==> src/rtl/rr_arb16.sv <==
// rr_arb16: 16-way round-robin arbiter with a registered one-hot grant, its
// binary index, an optional hold-time limit and a timeout pulse on forced
// release. Exactly one idle cycle separates successive grants.
module rr_arb16 #(
    parameter int unsigned MAX_HOLD = 0,  // 0 = no hold limit
    parameter int unsigned HOLD_W   = 8
) (
    input  logic        clk,
    input  logic        rst_n,
    input  logic        arb_en,
    input  logic [15:0] req,
    input  logic        done,
    output logic [15:0] gnt,
    output logic [3:0]  gnt_idx,
    output logic        gnt_vld,
    output logic        timeout
);

    typedef enum logic {StIdle, StGrant} state_e;

    state_e              state_q;
    logic [3:0]          ptr_q;
    logic [HOLD_W-1:0]   hold_cnt_q;
    logic [15:0]         gnt_q;
    logic [3:0]          idx_q;
    logic                vld_q;
    logic                timeout_q;

    logic [3:0]          winner;
    logic [3:0]          cand;
    logic                found;
    logic                user_rel;
    logic                hold_hit;
    logic                release_now;

    // Rotating priority search: first requester at or above ptr, wrapping 15->0.
    always_comb begin
        winner = '0;
        cand   = '0;
        found  = 1'b0;
        for (int i = 0; i < 16; i++) begin
            cand = ptr_q + 4'(i);
            if (!found && req[cand]) begin
                found  = 1'b1;
                winner = cand;
            end
        end
    end

    // Release causes: owner finished or withdrew, or the hold limit expired.
    always_comb begin
        user_rel    = done | ~req[idx_q];
        hold_hit    = (MAX_HOLD != 0) && (hold_cnt_q == HOLD_W'(MAX_HOLD - 1));
        release_now = user_rel | hold_hit;
    end

    // Arbitration FSM; all outputs are registered here.
    always_ff @(posedge clk or negedge rst_n) begin
        if (!rst_n) begin
            state_q    <= StIdle;
            ptr_q      <= '0;
            hold_cnt_q <= '0;
            gnt_q      <= '0;
            idx_q      <= '0;
            vld_q      <= 1'b0;
            timeout_q  <= 1'b0;
        end else begin
            case (state_q)
                StIdle: begin
                    timeout_q <= 1'b0;
                    if (arb_en && found) begin
                        state_q    <= StGrant;
                        gnt_q      <= 16'b1 << winner;
                        idx_q      <= winner;
                        vld_q      <= 1'b1;
                        hold_cnt_q <= '0;
                    end
                end
                StGrant: begin
                    if (release_now) begin
                        state_q    <= StIdle;
                        gnt_q      <= '0;
                        idx_q      <= '0;
                        vld_q      <= 1'b0;
                        hold_cnt_q <= '0;
                        ptr_q      <= idx_q + 4'd1;
                        // Pulse only when the hold limit alone forced the release.
                        timeout_q  <= ~user_rel;
                    end else begin
                        timeout_q <= 1'b0;
                        if (hold_cnt_q != '1) begin
                            hold_cnt_q <= hold_cnt_q + 1'b1;
                        end
                    end
                end
                default: begin
                    state_q <= StIdle;
                end
            endcase
        end
    end

    assign gnt     = gnt_q;
    assign gnt_idx = idx_q;
    assign gnt_vld = vld_q;
    assign timeout = timeout_q;

endmodule
==> config.mk <==
export PLATFORM = sky130hd
export DESIGN_NAME = rr_arb16
export DESIGN_NICKNAME = d
export VERILOG_FILES = /design/src/rtl/rr_arb16.sv
export SDC_FILE = /design/constraint.sdc
export NUM_CORES = 1
export LEC_CHECK = 0
export CELL_PAD_IN_SITES_DETAIL_PLACEMENT = 1
export CELL_PAD_IN_SITES_GLOBAL_PLACEMENT = 1
export CORE_MARGIN = 4
export CORE_UTILIZATION = 45
export CTS_CLUSTER_DIAMETER = 30
export DETAILED_ROUTE_END_ITERATION = 10
export PLACE_DENSITY = 0.81
export RECOVER_POWER = 100
export SLEW_MARGIN = 5
export SYNTH_ARGS = -nofsm -noshare
export SYNTH_HDL_FRONTEND = slang
export SYNTH_SLANG_ARGS = --single-unit
==> constraint.sdc <==
create_clock -name clk -period 5.94 [get_ports clk]
set_input_delay 1.188 -clock clk [delete_from_list [all_inputs] [get_ports clk]]
set_output_delay 1.188 -clock clk [all_outputs]
set_load 0.03 [all_outputs]
==> out/qor.log, run 1 <==
INFO  drt            per_cell_routed_wire_length=24.12um
INFO  yosys          ys_async_sr_fraction=100.0%
INFO  global_routing grt_use_met2=42.82%
INFO  global_routing grt_overflow_total=0
INFO  yosys          synth_top_cell_by_area=sky130_fd_sc_hd__mux4_2
INFO  timing         timing_hold_violations_final=0
INFO  yosys          area_share_of_the_largest_cell_type_after_synthesis=20.26%
INFO  timing         worst-slew-pin-transition=1175ps
INFO  job            maxCapViolCount=0
INFO  drt            post_drt_via_cell_ratio=6.936
INFO  placement      globalplace.congestion=0.8999
INFO  placement      dp_hpwl=9.307mm
INFO  floorplanning  core_region_area=8175squm
INFO  yosys          synth.top_cells.by_area=sky130_fd_sc_hd__mux4_2 20%, sky130_fd_sc_hd__dfrtp_1 17%, sky130_fd_sc_hd__mux2i_1 6.9%
INFO  clock_tree     cts_setup_buffers=0
INFO  yosys          synth_enable_flop_cells=0
INFO  yosys          synth-seq-area-share=17.22%
INFO  yosys          yosysUniqueCellTypes=74
INFO  global_routing grt_usage=25.97%
INFO  global_routing global_route.usage.met3=2.875%
INFO  yosys          ys_seq_elements=26
INFO  floorplanning  io_pins=42
INFO  yosys          cell_area_after_technology_mapping=3779squm
INFO  status         run_status=finished, final reports clean
INFO  yosys          ys.flop_type=sky130_fd_sc_hd__dfrtp_1
INFO  timing         maxSlewHeadroom=21.53%
INFO  global_routing grt_start_max_net_pins=32
INFO  yosys          yosys-top-cells-count=34 x sky130_fd_sc_hd__mux4_2, 29 x sky130_fd_sc_hd__nand2_1, 26 x sky130_fd_sc_hd__dfrtp_1, 26 x sky130_fd_sc_hd__mux2i_1
INFO  global_routing gr-max-usage-layer=met2
INFO  cells_and_area final_cell_count_no_fill=518
INFO  global_routing first_global_vias=3,676
INFO  global_routing grt_pass1_wl=20.44mm
INFO  clock_tree     htreeDepth=1
INFO  timing         min_period_over_period=85.47%
INFO  floorplanning  die_height=99.64um
INFO  clock_tree     ctsRootBufferMaster=sky130_fd_sc_hd__clkbuf_8
INFO  clock_tree     cts_tree=built
INFO  drt            detailroute.via_count=3,593
INFO  drt            drc_errors=0
INFO  timing         totalNegativeSetupSlack=0ps
INFO  worst_setup_path worst_ep_required_time=6110ps
INFO  timing         grt_setup_unrepaired=no
INFO  worst_setup_path critical_path_class=input pin to register
INFO  timing         finalSetupViolCount=0
INFO  timing         fin_skew=5.332ps
INFO  clock_tree     cts.sink_count=26
INFO  clock_tree     cts_resized=0
INFO  yosys          synth-warning-count=0
INFO  floorplanning  fp.dieW=99.64um
INFO  clock_tree     clock_latency_at_the_later_pin_of_the_worst_skew_pair=270ps
INFO  global_routing grtUsageMet1=36.60%
INFO  yosys          synthMostInstantiatedCell=sky130_fd_sc_hd__mux4_2
INFO  global_routing antenna_found_initial=0
INFO  floorplanning  effective_utilization_at_floorplan=46.22%
INFO  clock_tree     cts-hold-fix-buffers=0
INFO  yosys          synthesis.instances=385
INFO  clock_tree     cts-buffers-inserted=3
INFO  placement      place_inst=514
INFO  drt            drt_wl_total=12.50mm
INFO  timing         fin_worst_hold_slack=495.6ps
INFO  drt            drt_pre_antenna_iters=5
INFO  worst_setup_path critical_path_arrival=5240ps
INFO  yosys          post_synthesis_average_cell_area=9.815squm
INFO  cells_and_area finalNetCount=442
INFO  drt            ant_nets=0
INFO  worst_setup_path worstSetupStartpointType=input pin
INFO  yosys          synth_nets=413
INFO  placement      worst_setup_slack_after_placement=756.7ps
INFO  floorplanning  fp.dieArea=9927squm
INFO  drt            dr.first_iter.drc_count=246
INFO  timing         max_transition_viols_final=0
INFO  floorplanning  placement_rows=33
INFO  cells_and_area antenna_cells=0
INFO  timing         setup_ws=862.9ps
INFO  worst_setup_path crit_fanout=17
INFO  placement      portBuffers=40
INFO  cells_and_area synthToLayoutAreaGrowth=13.64%
INFO  worst_hold_path holdCritPathClass=register to register
INFO  timing         maxClockFrequency=0.1970GHz
INFO  timing         min_period=5077ps
INFO  worst_setup_path endpoint_kind=register
INFO  cells_and_area drive_gt1_share=19.13%
INFO  clock_tree     worst_setup_hold_path_clk_slew=90ps
INFO  clock_tree     clock_tree.buffer_depth=2
==> layer usage <==
metal	routed length, um	vias to the layer above
li1	-	1586
met1	5442	1844
met2	6063	139
met3	741	24
met4	248	0
met5	0	-
==> final timing paths <==
path	start	endpoint	slack [ps]	depth (start not counted)
worst min-delay path	gnt[10]$_DFFE_PN0P_	gnt[10]$_DFFE_PN0P_	500	1
worst max register to register	ptr_q[0]$_DFFE_PN0P_	gnt[7]$_DFFE_PN0P_	910	12
min in group asynchronous	rst_n	gnt[3]$_DFFE_PN0P_	1580	1
worst max-delay path	req[15]	gnt[1]$_DFFE_PN0P_	860	10
max in group asynchronous	rst_n	gnt_idx[0]$_DFFE_PN0P_	3660	1
worst min register to register	gnt[10]$_DFFE_PN0P_	gnt[10]$_DFFE_PN0P_	500	1
==> layout make-up <==
class                           count  area (sq um)
Fill cell                         927          3881
Multi-Input combinational cell    322          2924
Sequential cell                    26         650.6
Timing Repair Buffer               51         479.2
Tap cell                          105         131.4
Clock buffer                        3         41.29
Inverter                           10         37.54
Clock inverter                      1         30.03
==> through the flow <==
step,utilization [%],cell area [sq um]
after floorplan,-,3779
final,52.53,4294
after CTS,52.63,4303
after detailed placement,51.76,4232
after global placement,51.76,4232
after global routing,52.53,4294
==> registers in the layout (all words and copies together), names as in the netlist <==
register	flops
gnt	16
gnt_idx	4
ptr_q	4
gnt_vld	1
state_q	1
==> cells in the final DEF (no fill, tap or decap), drive strengths merged, types with 5 or more instances in the layout <==
cell type	netlist	layout
mux4	35	35
nand2	29	29
mux2i	26	26
dfrtp	26	26
dlygate4sd3	0	23
mux2	22	22
nor2	20	20
o21ai	20	20
a21oi	19	19
clkdlybuf4s50	0	17
nand3	12	12
inv	10	10
buf	13	10
nor3	9	9
nand3b	8	8
a22o	8	8
o2bb2ai	8	8
ha	8	8
xnor2	7	7
nand2b	7	7
xor2	6	6
o211ai	5	5
nor3b	5	5
nand4	5	5
o22ai	5	5
==> worst max-delay path: stages <==
cell	delay, ps
sky130_fd_sc_hd__dlygate4sd3_1	710
sky130_fd_sc_hd__mux4_2	450
sky130_fd_sc_hd__mux2i_1	130
sky130_fd_sc_hd__mux2i_1	510
sky130_fd_sc_hd__nor3b_1	220
sky130_fd_sc_hd__and3_1	340
sky130_fd_sc_hd__nand3_1	180
sky130_fd_sc_hd__nor3b_1	960
sky130_fd_sc_hd__nor2_4	230
sky130_fd_sc_hd__a22o_1	320
==> kinds of logic (layout without fill, tap and decap cells) <==
| group | count (synthesis) | count (layout) | synth area share, % |
|---|---|---|---|
| buffers and inverters | 37 | 65 | 5.265 |
| adders and majority gates | 8 | 8 | 2.649 |
| DFF | 26 | 26 | 17.22 |
| muxes | 83 | 83 | 34.70 |
| xor gates and xnor gates | 13 | 13 | 3.013 |
| other | 1 | 1 | 0.09924 |
| and+or+nand+nor | 112 | 112 | 16.56 |
| AOI/OAI and AO/OA | 105 | 105 | 20.50 |
Power of run 1 is left out: the tool's default activity adds up to more than one toggle a clock period on the data nets, which glitch-free logic cannot reach.
==> run 2, diff against run 1 <==
CELL_PAD_IN_SITES_DETAIL_PLACEMENT = 0   (was 1)
==> out/qor.log, run 2 (synthesized netlist as in run 1, its figures left out) <==
INFO  timing         max_transition_viols_final=0
INFO  drt            drc_errors=0
INFO  status         run_status=finished, final reports clean
INFO  worst_setup_path timing.critical_path.buf_inv=2
INFO  cells_and_area synthToLayoutAreaGrowth=13.38%
INFO  worst_setup_path crit_path_end=gnt[1]$_DFFE_PN0P_
INFO  timing         timing_hold_violations_final=0
INFO  worst_setup_path worstSetupStartpointType=register
INFO  drt            dr.first_iter.drc_count=278
INFO  drt            ant_nets=0
INFO  global_routing grt_usage=22.86%
INFO  worst_setup_path reg2reg_setup_slack=910ps
INFO  cells_and_area antenna_cells=0
INFO  cells_and_area final_util=52.40%
INFO  placement      portBuffers=40
INFO  placement      globalplace.congestion=0.8999
INFO  floorplanning  core_region_area=8175squm
INFO  clock_tree     cts_setup_buffers=0
INFO  worst_setup_path worst-path-stages=12
INFO  cells_and_area mostFrequentLayoutCell=sky130_fd_sc_hd__mux4_2
INFO  worst_hold_path hold_start=gnt[2]$_DFFE_PN0P_
INFO  placement      place_inst=514
INFO  worst_setup_path critical_path_arrival=5200ps
INFO  worst_setup_path worst_ep_required_time=6110ps
INFO  placement      dp_hpwl=8.464mm
INFO  clock_tree     clock_tree.buffer_depth=2
INFO  cells_and_area drive_gt1_share=18.64%
INFO  cells_and_area multi_input_area=2914squm
INFO  timing         worst-slew-pin-transition=1207ps
INFO  worst_setup_path endpoint_kind=register
INFO  cells_and_area largest_register_ffs=16
INFO  worst_setup_path critical_path.reg2reg.startpoint=ptr_q[0]$_DFFE_PN0P_
INFO  global_routing grt_pass1_wl=18.14mm
INFO  cells_and_area final_cell_count_no_fill=518
INFO  clock_tree     htreeDepth=1
INFO  worst_setup_path cp_top_family=multiplexers
INFO  timing         totalNegativeSetupSlack=0ps
INFO  clock_tree     cts.sink_count=26
INFO  timing         maxClockFrequency=0.1988GHz
INFO  timing         grt_setup_unrepaired=no
INFO  worst_setup_path crit_fanout=16
INFO  clock_tree     worst_setup_hold_path_clk_slew=100ps
INFO  cells_and_area finalNetCount=442
INFO  floorplanning  effective_utilization_at_floorplan=46.22%
INFO  timing         maxSlewHeadroom=19.35%
INFO  clock_tree     ctsRootBufferMaster=sky130_fd_sc_hd__clkbuf_8
INFO  worst_setup_path critical-path-max-stage-delay=540ps
INFO  floorplanning  io_pins=42
INFO  floorplanning  die_height=99.64um
INFO  worst_setup_path worstRegToRegCells=12
INFO  cells_and_area n_fill_cell=731
INFO  worst_setup_path cpMaxStageDelayCell=sky130_fd_sc_hd__mux4_2
INFO  cells_and_area highest_count_cells_in_the_layout_ignoring_fill_and_taps=34 x sky130_fd_sc_hd__mux4_2, 29 x sky130_fd_sc_hd__nand2_1, 26 x sky130_fd_sc_hd__mux2i_1, 26 x sky130_fd_sc_hd__dfrtp_1, 23 x sky130_fd_sc_hd__dlygate4sd3_1
INFO  clock_tree     cts_tree=built
INFO  clock_tree     cts_resized=0
INFO  global_routing antenna_found_initial=0
INFO  clock_tree     cts-buffers-inserted=3
INFO  floorplanning  fp.dieArea=9927squm
INFO  global_routing grt_overflow_total=0
INFO  timing         min_period_over_period=84.69%
INFO  drt            detailroute.via_count=3,476
INFO  timing         fin_skew=13.27ps
INFO  timing         min_period=5030ps
INFO  floorplanning  fp.dieW=99.64um
INFO  clock_tree     cts-hold-fix-buffers=0
INFO  worst_setup_path critical_path_class=register to register
INFO  drt            per_cell_routed_wire_length=21.71um
INFO  worst_setup_path crit_path_start=ptr_q[0]$_DFFE_PN0P_
INFO  worst_hold_path holdCritPathClass=register to register
INFO  drt            drt_wl_total=11.25mm
INFO  timing         finalSetupViolCount=0
INFO  global_routing grt_start_max_net_pins=32
INFO  drt            post_drt_via_cell_ratio=6.710
INFO  job            maxCapViolCount=0
INFO  worst_setup_path regToRegEndpoint=gnt[1]$_DFFE_PN0P_
INFO  drt            drt_pre_antenna_iters=5
INFO  global_routing first_global_vias=3,341
INFO  clock_tree     clock_latency_at_the_later_pin_of_the_worst_skew_pair=280ps
INFO  worst_setup_path crit_path_cell_trace=inv_1, ha_1, buf_4, mux2_2, mux4_2, mux2_1, nor4b_4, and3_1, a311oi_1, a311oi_4, nor3b_1, a22o_1
INFO  cells_and_area register_area=650.6squm
INFO  floorplanning  placement_rows=33
==> run 2: cell counts in the layout (fill, tap and decap cells not counted) <==
Identical to the previous run, type by type.
==> run 2: routing by layer <==
| metal | vias to the layer above | share of wire (%) | routed length, um | global-route usage [%] |
|---|---|---|---|---|
| met3 | 27 | 6.9 | 776 | 3.857 |
| met5 | - | 0 | 0 | 0 |
| met1 | 1718 | 44 | 4913 | 33.02 |
| met4 | 0 | 2.2 | 251 | 5.357 |
| met2 | 154 | 47 | 5306 | 35.90 |
| li1 | 1577 | - | - | - |
==> run 2: how the worst min path moves through the flow <==
stage | end | slack, ps | cells past startpoint
global placement | gnt[14]$_DFFE_PN0P_ | 480 | 1
detailed placement | gnt[2]$_DFFE_PN0P_ | 470 | 1
floorplan | state_q$_DFF_PN0_ | 520 | 2
finish | gnt[2]$_DFFE_PN0P_ | 500 | 1
CTS | gnt[2]$_DFFE_PN0P_ | 510 | 1
global route | gnt[2]$_DFFE_PN0P_ | 510 | 1
==> run 2: layout make-up <==
type	count	area share [%]
clock inverter	1	0.7009
sequential	26	15.19
inverter	10	0.8762
tap	105	3.067
timing repair buffer	51	11.19
clock buffer	3	0.9638
multi-input combinational	322	68.02
==> run 2: worst reg2reg max path, stage by stage, from the launching register on <==
cell and delay, ps:
sky130_fd_sc_hd__dfrtp_1 380, sky130_fd_sc_hd__inv_1 390, sky130_fd_sc_hd__ha_1 530, sky130_fd_sc_hd__buf_4 330
sky130_fd_sc_hd__mux2_2 360, sky130_fd_sc_hd__mux4_2 540, sky130_fd_sc_hd__mux2_1 430, sky130_fd_sc_hd__nor4b_4 500
sky130_fd_sc_hd__and3_1 440, sky130_fd_sc_hd__a311oi_1 200, sky130_fd_sc_hd__a311oi_4 490, sky130_fd_sc_hd__nor3b_1 120
sky130_fd_sc_hd__a22o_1 220
==> run 2: through the flow <==
stage          hold WS, ps  worst slack [ps]  cell area (sq um)
2_1_floorplan        516.9              1284               3779
3_3_place_gp         481.0             928.8               4232
3_5_place_dp         472.9             855.0               4232
4_1_cts              505.7              1030               4303
5_1_grt              506.9             609.1               4284
6_report             498.1             909.6               4284
Power of run 2 is left out for the same reason.
==> run 3, diff against run 2 <==
clock period = 5.2 ns   (was 5.94 ns; I/O delays follow)
==> out/qor.log, run 3 (synthesized netlist as in run 1, its figures left out) <==
INFO  status         run_status=finished, final reports clean
INFO  clock_tree     clock_latency_at_the_later_pin_of_the_worst_skew_pair=270ps
INFO  cells_and_area largest_register_ffs=16
INFO  clock_tree     cts_setup_buffers=0
INFO  worst_setup_path critical_path_arrival=4950ps
INFO  worst_hold_path holdCritPathClass=register to register
INFO  worst_hold_path hold-path-endpoint=gnt[10]$_DFFE_PN0P_
INFO  floorplanning  placement_rows=33
INFO  drt            ant_nets=0
INFO  clock_tree     clock_tree.buffer_depth=2
INFO  floorplanning  io_pins=42
INFO  drt            drt_wl_total=11.20mm
INFO  worst_setup_path critical_path_class=input pin to register
INFO  drt            post_drt_via_cell_ratio=6.753
INFO  cells_and_area finalNetCount=447
INFO  timing         timing_hold_violations_final=0
INFO  floorplanning  effective_utilization_at_floorplan=46.22%
INFO  drt            detailroute.via_count=3,532
INFO  worst_hold_path hold_start=gnt[10]$_DFFE_PN0P_
INFO  worst_setup_path crit_fanout=17
INFO  global_routing grt_pass1_wl=18.30mm
INFO  floorplanning  die_height=99.64um
INFO  drt            drt_pre_antenna_iters=5
INFO  global_routing first_global_vias=3,381
INFO  cells_and_area synthToLayoutAreaGrowth=14.64%
INFO  worst_setup_path crit_path_start=req[11]
INFO  global_routing grt_usage=22.77%
INFO  clock_tree     worst_setup_hold_path_clk_slew=90ps
INFO  timing         worst-slew-pin-transition=1117ps
INFO  worst_setup_path worst_ep_required_time=5410ps
INFO  clock_tree     cts_resized=0
INFO  cells_and_area mostFrequentLayoutCell=sky130_fd_sc_hd__mux4_2
INFO  placement      portBuffers=40
INFO  timing         max_transition_viols_final=0
INFO  placement      globalplace.congestion=0.9996
INFO  worst_setup_path cpMaxStageDelayCell=sky130_fd_sc_hd__dlygate4sd3_1
INFO  worst_setup_path regToRegEndpoint=gnt[4]$_DFFE_PN0P_
INFO  cells_and_area highest_count_cells_in_the_layout_ignoring_fill_and_taps=34 x sky130_fd_sc_hd__mux4_2, 29 x sky130_fd_sc_hd__nand2_1, 26 x sky130_fd_sc_hd__mux2i_1, 26 x sky130_fd_sc_hd__dfrtp_1, 23 x sky130_fd_sc_hd__dlygate4sd3_1
INFO  floorplanning  core_region_area=8175squm
INFO  timing         min_period=4737ps
INFO  timing         fin_skew=10.70ps
INFO  clock_tree     cts_tree=built
INFO  global_routing grt_start_max_net_pins=29
INFO  floorplanning  fp.dieArea=9927squm
INFO  worst_setup_path reg2reg_setup_slack=620ps
INFO  timing         grt_setup_unrepaired=no
INFO  timing         min_period_over_period=91.10%
INFO  global_routing grt_overflow_total=0
INFO  worst_setup_path critical_path.reg2reg.startpoint=ptr_q[1]$_DFFE_PN0P_
INFO  clock_tree     ctsRootBufferMaster=sky130_fd_sc_hd__clkbuf_8
INFO  drt            drc_errors=0
INFO  clock_tree     htreeDepth=1
INFO  clock_tree     cts.sink_count=26
INFO  clock_tree     cts-buffers-inserted=3
INFO  cells_and_area drive_gt1_share=20.33%
INFO  worst_setup_path worstRegToRegCells=11
INFO  worst_hold_path hold_depth=1
INFO  global_routing antenna_found_initial=0
INFO  drt            per_cell_routed_wire_length=21.42um
INFO  job            maxCapViolCount=0
INFO  placement      dp_hpwl=8.622mm
INFO  worst_setup_path worstSetupStartpointType=input pin
INFO  worst_setup_path critical-path-max-stage-delay=650ps
INFO  cells_and_area antenna_cells=0
INFO  worst_setup_path crit_path_cell_trace=dlygate4sd3_1, mux4_1, mux4_2, nor3b_1, and3_1, nand3_1, nor3b_2, nor2_2, a22o_1
INFO  timing         finalSetupViolCount=0
INFO  worst_setup_path endpoint_kind=register
INFO  timing         maxClockFrequency=0.2111GHz
INFO  clock_tree     cts-hold-fix-buffers=0
INFO  timing         maxSlewHeadroom=25.30%
INFO  timing         totalNegativeSetupSlack=0ps
INFO  floorplanning  fp.dieW=99.64um
INFO  drt            dr.first_iter.drc_count=479
run 3: stage by stage:
stage,utilization (%),instances,worst slack (ps),hold slack (ps),cell area (sq um)
detailed placement,52.22,519,404.3,473.0,4269
global route,52.98,523,252.9,518.1,4332
CTS,53.09,523,680.3,505.4,4340
finish,52.98,523,463.0,491.2,4332
global placement,52.22,519,470.9,481.4,4269
floorplan,-,385,543.8,516.9,3779
run 3: critical path: cells and delay by family:
kind                   cells  cell delay (ps)
AO/OA/AOI/OAI              1              250
buffers and inverters      1              650
multiplexers               2             1160
AND/OR/NAND/NOR            5             1830
run 3: how the worst max path moves through the flow:
stage          cells after the start                   to
2_1_floorplan                     17   gnt[8]$_DFFE_PN0P_
3_3_place_gp                      10   gnt[3]$_DFFE_PN0P_
3_5_place_dp                      10   gnt[4]$_DFFE_PN0P_
4_1_cts                           10  gnt[14]$_DFFE_PN0P_
5_1_grt                            9   gnt[4]$_DFFE_PN0P_
6_report                           9   gnt[4]$_DFFE_PN0P_
run 3: final cells by class:
cell class / count / area [sq um]
flip-flops and latches: 26 / 650.6
fillers: 743 / 3844
inverters: 10 / 37.54
clock inverters: 1 / 30.03
multi-input cells: 322 / 2924
well taps: 105 / 131.4
clock buffers: 3 / 41.29
repair buffers: 56 / 516.7
run 3: per-layer routing:
| metal | GRT usage [%] | up-vias | wire, um |
|---|---|---|---|
| li1 | - | 1595 | - |
| met1 | 33.61 | 1745 | 4831 |
| met3 | 3.156 | 13 | 919 |
| met2 | 35.49 | 179 | 5288 |
| met4 | 5.147 | 0 | 163 |
| met5 | 0 | - | 0 |
Power of run 3 is left out for the same reason.
